<file path="src/rtl/floor_request_filter_pkg.sv">
// Shared widths, clear-key default and debounce state encoding for the floor request filter.
package floor_request_filter_pkg;
  localparam int FLOOR_W = 4;
  localparam logic [FLOOR_W-1:0] CLR_CODE_DEF = 4'hF;

  typedef enum logic [1:0] {
    RELEASED,
    PRESS_CHK,
    PRESSED,
    RELEASE_CHK
  } deb_state_e;
endpackage

</file>
<file path="src/rtl/request_fifo.sv">
// Floor request FIFO with flush and occupied-entry match; registered head, count-based full/empty.
// Push is taken when not full or when a pop frees a slot in the same cycle; flush overrides push and pop.
module request_fifo
  import floor_request_filter_pkg::*;
#(
  parameter int DEPTH = 4
) (
  input  logic                       clk,
  input  logic                       rst,
  input  logic                       push_i,
  input  logic [FLOOR_W-1:0]         push_dat_i,
  input  logic                       pop_i,
  input  logic                       flush_i,
  input  logic [FLOOR_W-1:0]         match_code_i,
  output logic                       match_o,
  output logic [$clog2(DEPTH+1)-1:0] count_o,
  output logic                       full_o,
  output logic                       empty_o,
  output logic [FLOOR_W-1:0]         head_o
);
  localparam int PTR_W = $clog2(DEPTH);
  localparam int CNT_W = $clog2(DEPTH+1);

  logic [FLOOR_W-1:0] mem_q [DEPTH];
  logic [PTR_W-1:0]   rd_q, rd_d, wr_q, wr_d;
  logic [CNT_W-1:0]   cnt_q, cnt_d;
  logic [FLOOR_W-1:0] head_q, head_d;
  logic               pop_vld, push_vld;

  assign empty_o  = (cnt_q == '0);
  assign full_o   = (cnt_q == CNT_W'(DEPTH));
  assign pop_vld  = pop_i && !empty_o && !flush_i;
  assign push_vld = push_i && !flush_i && (!full_o || pop_vld);
  assign count_o  = cnt_q;
  assign head_o   = head_q;

  always_comb begin
    rd_d  = rd_q;
    wr_d  = wr_q;
    cnt_d = cnt_q;
    if (flush_i) begin
      rd_d  = '0;
      wr_d  = '0;
      cnt_d = '0;
    end else begin
      if (pop_vld)  rd_d = rd_q + PTR_W'(1);
      if (push_vld) wr_d = wr_q + PTR_W'(1);
      if (push_vld && !pop_vld)      cnt_d = cnt_q + CNT_W'(1);
      else if (!push_vld && pop_vld) cnt_d = cnt_q - CNT_W'(1);
    end
    // The new head may be the entry being written this cycle.
    if (cnt_d == '0)                     head_d = '0;
    else if (push_vld && (wr_q == rd_d)) head_d = push_dat_i;
    else                                 head_d = mem_q[rd_d];
  end

  always_comb begin
    logic [PTR_W-1:0] off;
    off     = '0;
    match_o = 1'b0;
    for (int i = 0; i < DEPTH; i++) begin
      off = PTR_W'(i) - rd_q;
      if ((mem_q[i] == match_code_i) && ({1'b0, off} < cnt_q)) match_o = 1'b1;
    end
  end

  always_ff @(posedge clk) begin
    if (rst) begin
      rd_q   <= '0;
      wr_q   <= '0;
      cnt_q  <= '0;
      head_q <= '0;
    end else begin
      rd_q   <= rd_d;
      wr_q   <= wr_d;
      cnt_q  <= cnt_d;
      head_q <= head_d;
      if (push_vld) mem_q[wr_q] <= push_dat_i;
    end
  end
endmodule

</file>
<file path="src/rtl/floor_request_filter.sv">
// Debounces scanned key codes into floor requests, filters range/duplicates, queues them; 2 clk tick-to-valid.
// Queue drains via req_valid/req_ready; a press arriving at a full FIFO with no pop is dropped with drop_pulse.
module floor_request_filter
  import floor_request_filter_pkg::*;
#(
  parameter int                 FLOORS    = 4,
  parameter int                 DEB_TICKS = 3,
  parameter int                 DEPTH     = 4,
  parameter logic [FLOOR_W-1:0] CLR_CODE  = CLR_CODE_DEF
) (
  input  logic                       clk,
  input  logic                       rst,
  input  logic                       scan_tick,
  input  logic                       key_hit,
  input  logic [FLOOR_W-1:0]         key_code,
  input  logic                       req_ready,
  output logic                       req_valid,
  output logic [FLOOR_W-1:0]         req_floor,
  output logic [$clog2(DEPTH+1)-1:0] fifo_count,
  output logic                       drop_pulse,
  output logic [FLOOR_W-1:0]         stable_code
);
  localparam int             DC_W     = $clog2(DEB_TICKS+1);
  localparam logic [DC_W-1:0] DEB_LAST = DC_W'(DEB_TICKS-1);

  deb_state_e         state_q, state_d;
  logic [DC_W-1:0]    cnt_q, cnt_d;
  logic [FLOOR_W-1:0] cand_q, cand_d;
  logic [FLOOR_W-1:0] stable_q, stable_d;
  logic               ev_q, ev_d;
  logic               drop_q, drop_d;
  logic               fifo_full, fifo_empty, fifo_match;
  logic               flush_vld, push_vld, pop_vld, in_range;

  always_comb begin
    state_d  = state_q;
    cnt_d    = cnt_q;
    cand_d   = cand_q;
    stable_d = stable_q;
    ev_d     = 1'b0;
    if (scan_tick) begin
      case (state_q)
        RELEASED: if (key_hit) begin
          cand_d = key_code;
          if (DEB_TICKS == 1) begin
            state_d  = PRESSED;
            ev_d     = 1'b1;
            stable_d = key_code;
          end else begin
            state_d = PRESS_CHK;
            cnt_d   = DC_W'(1);
          end
        end
        PRESS_CHK: if (key_hit && (key_code == cand_q)) begin
          if (cnt_q >= DEB_LAST) begin
            state_d  = PRESSED;
            cnt_d    = '0;
            ev_d     = 1'b1;
            stable_d = cand_q;
          end else begin
            cnt_d = cnt_q + DC_W'(1);
          end
        end else begin
          state_d = RELEASED;
          cnt_d   = '0;
        end
        // A different code while held is ignored: only a release leaves PRESSED.
        PRESSED: if (!key_hit) begin
          if (DEB_TICKS == 1) begin
            state_d = RELEASED;
          end else begin
            state_d = RELEASE_CHK;
            cnt_d   = DC_W'(1);
          end
        end
        RELEASE_CHK: if (!key_hit) begin
          if (cnt_q >= DEB_LAST) begin
            state_d = RELEASED;
            cnt_d   = '0;
          end else begin
            cnt_d = cnt_q + DC_W'(1);
          end
        end else begin
          state_d = PRESSED;
          cnt_d   = '0;
        end
        default: begin
          state_d = RELEASED;
          cnt_d   = '0;
        end
      endcase
    end
  end

  // stable_q already holds the event code during the event cycle.
  assign in_range  = (stable_q < FLOOR_W'(FLOORS));
  assign flush_vld = ev_q && (stable_q == CLR_CODE);
  assign push_vld  = ev_q && !flush_vld && in_range && !fifo_match;
  assign pop_vld   = req_valid && req_ready;
  assign drop_d    = push_vld && fifo_full && !pop_vld;

  request_fifo #(.DEPTH(DEPTH)) u_fifo (
    .clk          (clk),
    .rst          (rst),
    .push_i       (push_vld),
    .push_dat_i   (stable_q),
    .pop_i        (pop_vld),
    .flush_i      (flush_vld),
    .match_code_i (stable_q),
    .match_o      (fifo_match),
    .count_o      (fifo_count),
    .full_o       (fifo_full),
    .empty_o      (fifo_empty),
    .head_o       (req_floor)
  );

  assign req_valid   = !fifo_empty;
  assign drop_pulse  = drop_q;
  assign stable_code = stable_q;

  always_ff @(posedge clk) begin
    if (rst) begin
      state_q  <= RELEASED;
      cnt_q    <= '0;
      cand_q   <= '0;
      stable_q <= '0;
      ev_q     <= 1'b0;
      drop_q   <= 1'b0;
    end else begin
      state_q  <= state_d;
      cnt_q    <= cnt_d;
      cand_q   <= cand_d;
      stable_q <= stable_d;
      ev_q     <= ev_d;
      drop_q   <= drop_d;
    end
  end
endmodule

</file>
<file path="config.mk">
export PLATFORM = sky130hd
export DESIGN_NAME = floor_request_filter
export DESIGN_NICKNAME = d
export VERILOG_FILES = /design/src/rtl/floor_request_filter_pkg.sv /design/src/rtl/request_fifo.sv /design/src/rtl/floor_request_filter.sv
export SDC_FILE = /design/constraint.sdc
export NUM_CORES = 1
export LEC_CHECK = 0
export CORE_UTILIZATION = 50
export CTS_CLUSTER_SIZE = 20
export DETAILED_ROUTE_END_ITERATION = 10
export GPL_TIMING_DRIVEN = 1
export HOLD_SLACK_MARGIN = 0.08
export PLACE_DENSITY = 0.72
export SYNTH_ARGS = -nofsm -noshare
export SYNTH_HDL_FRONTEND = slang
export SYNTH_HIERARCHICAL = 1
export SYNTH_SLANG_ARGS = --single-unit
export TNS_END_PERCENT = 30
</file>
<file path="constraint.sdc">
create_clock -name clk -period 3.7 [get_ports clk]
set_input_delay 0.74 -clock clk [delete_from_list [all_inputs] [get_ports clk]]
set_output_delay 0.74 -clock clk [all_outputs]
set_load 0.05 [all_outputs]
</file>
==> key figures <==
Worst setup path
  • Largest delay share family, worst path: compound AO/OA/AOI/OAI gates
  • Critical path cell sequence: xor2_1 > nor4_1 > o21ai_0 > nand4_1 > nor4b_1 > buf_4 > nor2_1 > nand3_1 > o2bb2ai_1 > xor2_1 > o31ai_1 > a21oi_1
  • Reg2reg setup slack: 0.47 ns
  • Worst Path Max Fanout: 12
  • R2R depth: 12
  • Startpoint types: flop
  • Critical Path AT: 3.38 ns
  • CP peak stage delay: about 0.66 ns
  • Worst setup EP type: flop
  • FF-to-FF Start: stable_code[1]$_SDFFE_PP0P_
  • CP most frequent cell: xor2_1
  • CP Class: reg2reg
  • Buf/Inv on CP: 1
  • Reg-to-reg critical path endpoint: u_fifo/head_o[1]$_SDFF_PP0_
  • Crit path required time: just under 4 ns
  • Crit-path slowest cell: dfxtp_1

Die
  • Chip width: roughly 73 microns
  • Core area: between 4000 and 5000 sq um
  • DIE AREA: around 5300 sq um
  • Io pins: 22
  • Die Y: between 70 and 80 microns
  • Initial core utilization: 0.526
  • Row count: 25

Global route
  • First-pass GRT wire length: between 8000 and 9000 microns
  • Largest net degree at the start of global routing: 22
  • Vias in the first global route: 1733
  • GRT overflow: 0
  • Initial antenna violation count: 0
  • Tot GR Track Use: 0.200

Flow run
  • Max Cap Viol: 0

Logic synthesis
  • Prevailing post-synth register cell: dfxtp_1
  • Area leader, netlist: dfxtp_1
  • EDFF count, synth: 16
  • Synthesized Nets: roughly 270
  • Avg Inst Size Synth: around 9.8 sq um
  • Synthesis Warnings: 6
  • Seq/Total Area, Yosys: 0.392
  • Synth cell types: 51
  • Synth Instances: roughly 250
  • Fraction of registers with async set/reset: 0
  • #FFs+latches synth: just over 40
  • Netlist Area Pre-Place: between 2000 and 2500 sq um
  • Main area contributors after synthesis: dfxtp_1, edfxtp_1, xor2_1
  • Top-area cell type share of the netlist area: 0.200

CTS
  • Longest Clk Path Bufs: 2
  • Clock transition at path regs: roughly 0.080 ns
  • CTS tree: yes
  • Root Buffer: clkbuf_8
  • Hold_buf cts: 0
  • CTS H-tree lvls: 2
  • # Post-CTS Setup Buffers: 0
  • CTS Buf Count: 5
  • Clock sink count: 41
  • Clock latency on the worst-skew pair: about 0.29 ns
  • Post-cts resize count: 0

Timing
  • Unrepaired setup endpoints after global routing: no
  • Peak Freq: 0.310 GHz
  • Clock skew: 0.00713 ns
  • Period utilization: 0.873
  • Final hold violation count: 0
  • Final Critical Period: 3.23 ns
  • Pins Over Slew Limit: 0
  • Final setup fails: 0
  • Slew @ Worst Pin: 0.738 ns
  • TNS Setup: 0 ns
  • Max-slew headroom: 0.506

Routing
  • Iter 0 DRT Violations: 180
  • Vias/cell: between 5 and 6
  • Metal3 WL: ~140 microns
  • Topmost layer with routed signal wires: met4
  • Detailed Route WL: between 4000 and 5000 microns
  • WL met1: 2280 microns
  • Metal2 WL: around 2400 microns
  • Post-DR wirelength/cell: 14.2 microns
  • Pre-antenna DRT Iters: 4
  • Routed Antenna Nets: 0
  • DRC viols: 0
  • Total number of vias: between 1500 and 2000

Placed design
  • Placer Congestion: 0.803
  • IO Port Bufs: 21
  • Area after DPL: about 2700 sq um
  • DP HPWL: ~3600 microns

Power
  • Peak supply drop: approximately 0.15 mV
  • Power Dens Cells: roughly 290 nW/um^2
  • Pwr Total: between 0.0007 and 0.0008 W
  • Lkg Pwr: a little over 1 nW

Worst hold path
  • Hold Crit Start: cand_q[3]$_SDFFE_PP0P_
  • Hold Path Depth: 2
  • Min-Delay Endpoint: stable_code[3]$_SDFFE_PP0P_
  • Worst hold path type: reg2reg

Finish
  • Nets: 295
  • Share of layout cells above drive strength 1: 0.116
  • Fillers: 426
  • ANT cells: 0
  • Area Growth Syn to Fin: 10.7%
  • Core Util, Final: 0.582
  • Fin area: around 2800 sq um

Run status
  • Status: complete, no violations
==> metrics by stage <==
stage          instances  setup slack (ns)  hold slack, ns
2_1_floorplan        254             0.389           0.471
3_3_place_gp         335             0.559           0.486
3_5_place_dp         335             0.494           0.491
4_1_cts              343             0.521           0.504
5_1_grt              343             0.142           0.526
6_report             343             0.471           0.502
==> logic make-up (layout without fill, tap and decap cells) <==
family / count (synthesis) / count (layout) / share of synthesized area
xor+xnor: 25 / 25 / 0.0876
compound gates: 56 / 56 / 0.155
fa+ha+maj: 11 / 11 / 0.0551
simple gates: 88 / 88 / 0.204
mux: 6 / 6 / 0.0240
flops: 41 / 41 / 0.392
buf+inv: 27 / 49 / 0.0821
==> report_power, final <==
| group | switching [W] | internal (W) |
|---|---|---|
| sequential | 0.00000451 | 0.000469 |
| clock | 0.000149 | 0.000131 |
| combinational | 0.0000203 | 0.0000195 |
==> Yosys cell counts, types with 6 or more instances <==
cell type,count
dfxtp_1,25
a21oi_1,21
xor2_1,18
edfxtp_1,16
nor2_1,16
inv_1,15
ha_1,11
nand2_1,10
nand3_1,10
nand4_1,10
o211ai_1,9
xnor2_1,7
and3_1,6
mux2i_1,6
nor3_1,6
==> sequential cells by signal (all words and copies together) (netlist names) <==
name            count
u_fifo/rd_q         2
ev_q                1
u_fifo/mem_q       16
u_fifo/count_o      3
drop_pulse          1
stable_code         4
cand_q              4
cnt_q               2
u_fifo/wr_q         2
state_q             2
u_fifo/head_o       4
==> layer usage <==
metal | vias up | GRT usage
met5 | - | 0
met4 | 0 | 0.0784
met3 | 6 | 0.0290
met2 | 34 | 0.341
met1 | 872 | 0.255
li1 | 962 | -
==> cell type report <==
class	count	area, sq um	area share
Multi-Input combinational cell	186	1310	0.475
Sequential cell	41	981	0.355
Timing Repair Buffer	26	248	0.0896
Tap cell	67	83.8	0.0303
Clock buffer	6	72.6	0.0262
Inverter	15	56.3	0.0204
Clock inverter	2	11.3	0.00407
==> worst max-delay path by stage <==
stage	startpoint	to	slack, ns	depth (start not counted)
after floorplan	u_fifo/count_o[1]$_SDFF_PP0_	u_fifo/head_o[0]$_SDFF_PP0_	0.39	12
after global placement	req_ready	u_fifo/head_o[3]$_SDFF_PP0_	0.56	7
after detailed placement	req_ready	u_fifo/head_o[3]$_SDFF_PP0_	0.49	7
after CTS	stable_code[1]$_SDFFE_PP0P_	u_fifo/head_o[1]$_SDFF_PP0_	0.52	12
after global routing	stable_code[1]$_SDFFE_PP0P_	u_fifo/head_o[1]$_SDFF_PP0_	0.14	12
final	stable_code[1]$_SDFFE_PP0P_	u_fifo/head_o[1]$_SDFF_PP0_	0.47	12
==> cell usage in the layout (no fill, tap or decap), drive strengths merged, types with 2 or more instances in the layout <==
cell type	count
nor3	6
nor4	5
o21ai	5
nor2	16
o31ai	5
a21oi	21
nand2b	2
buf	5
nand3	12
nand4	10
a31oi	3
nor2b	2
xnor2	7
inv	15
xor2	18
edfxtp	16
mux2i	6
clkdlybuf4s50	21
a211o	6
dfxtp	25
or2	2
nand2	10
and3	9
clkbuf	6
ha	11
and2	9
o211ai	10
==> worst reg2reg max path, delay by kind of cell (launching register included) <==
kind | cells | cell delay [ns]
compound gates | 4 | 1.10
flops | 1 | 0.66
buf+inv | 1 | 0.15
simple gates | 5 | 0.94
xor+xnor | 2 | 0.24
Power figures use the tool's default switching activity.
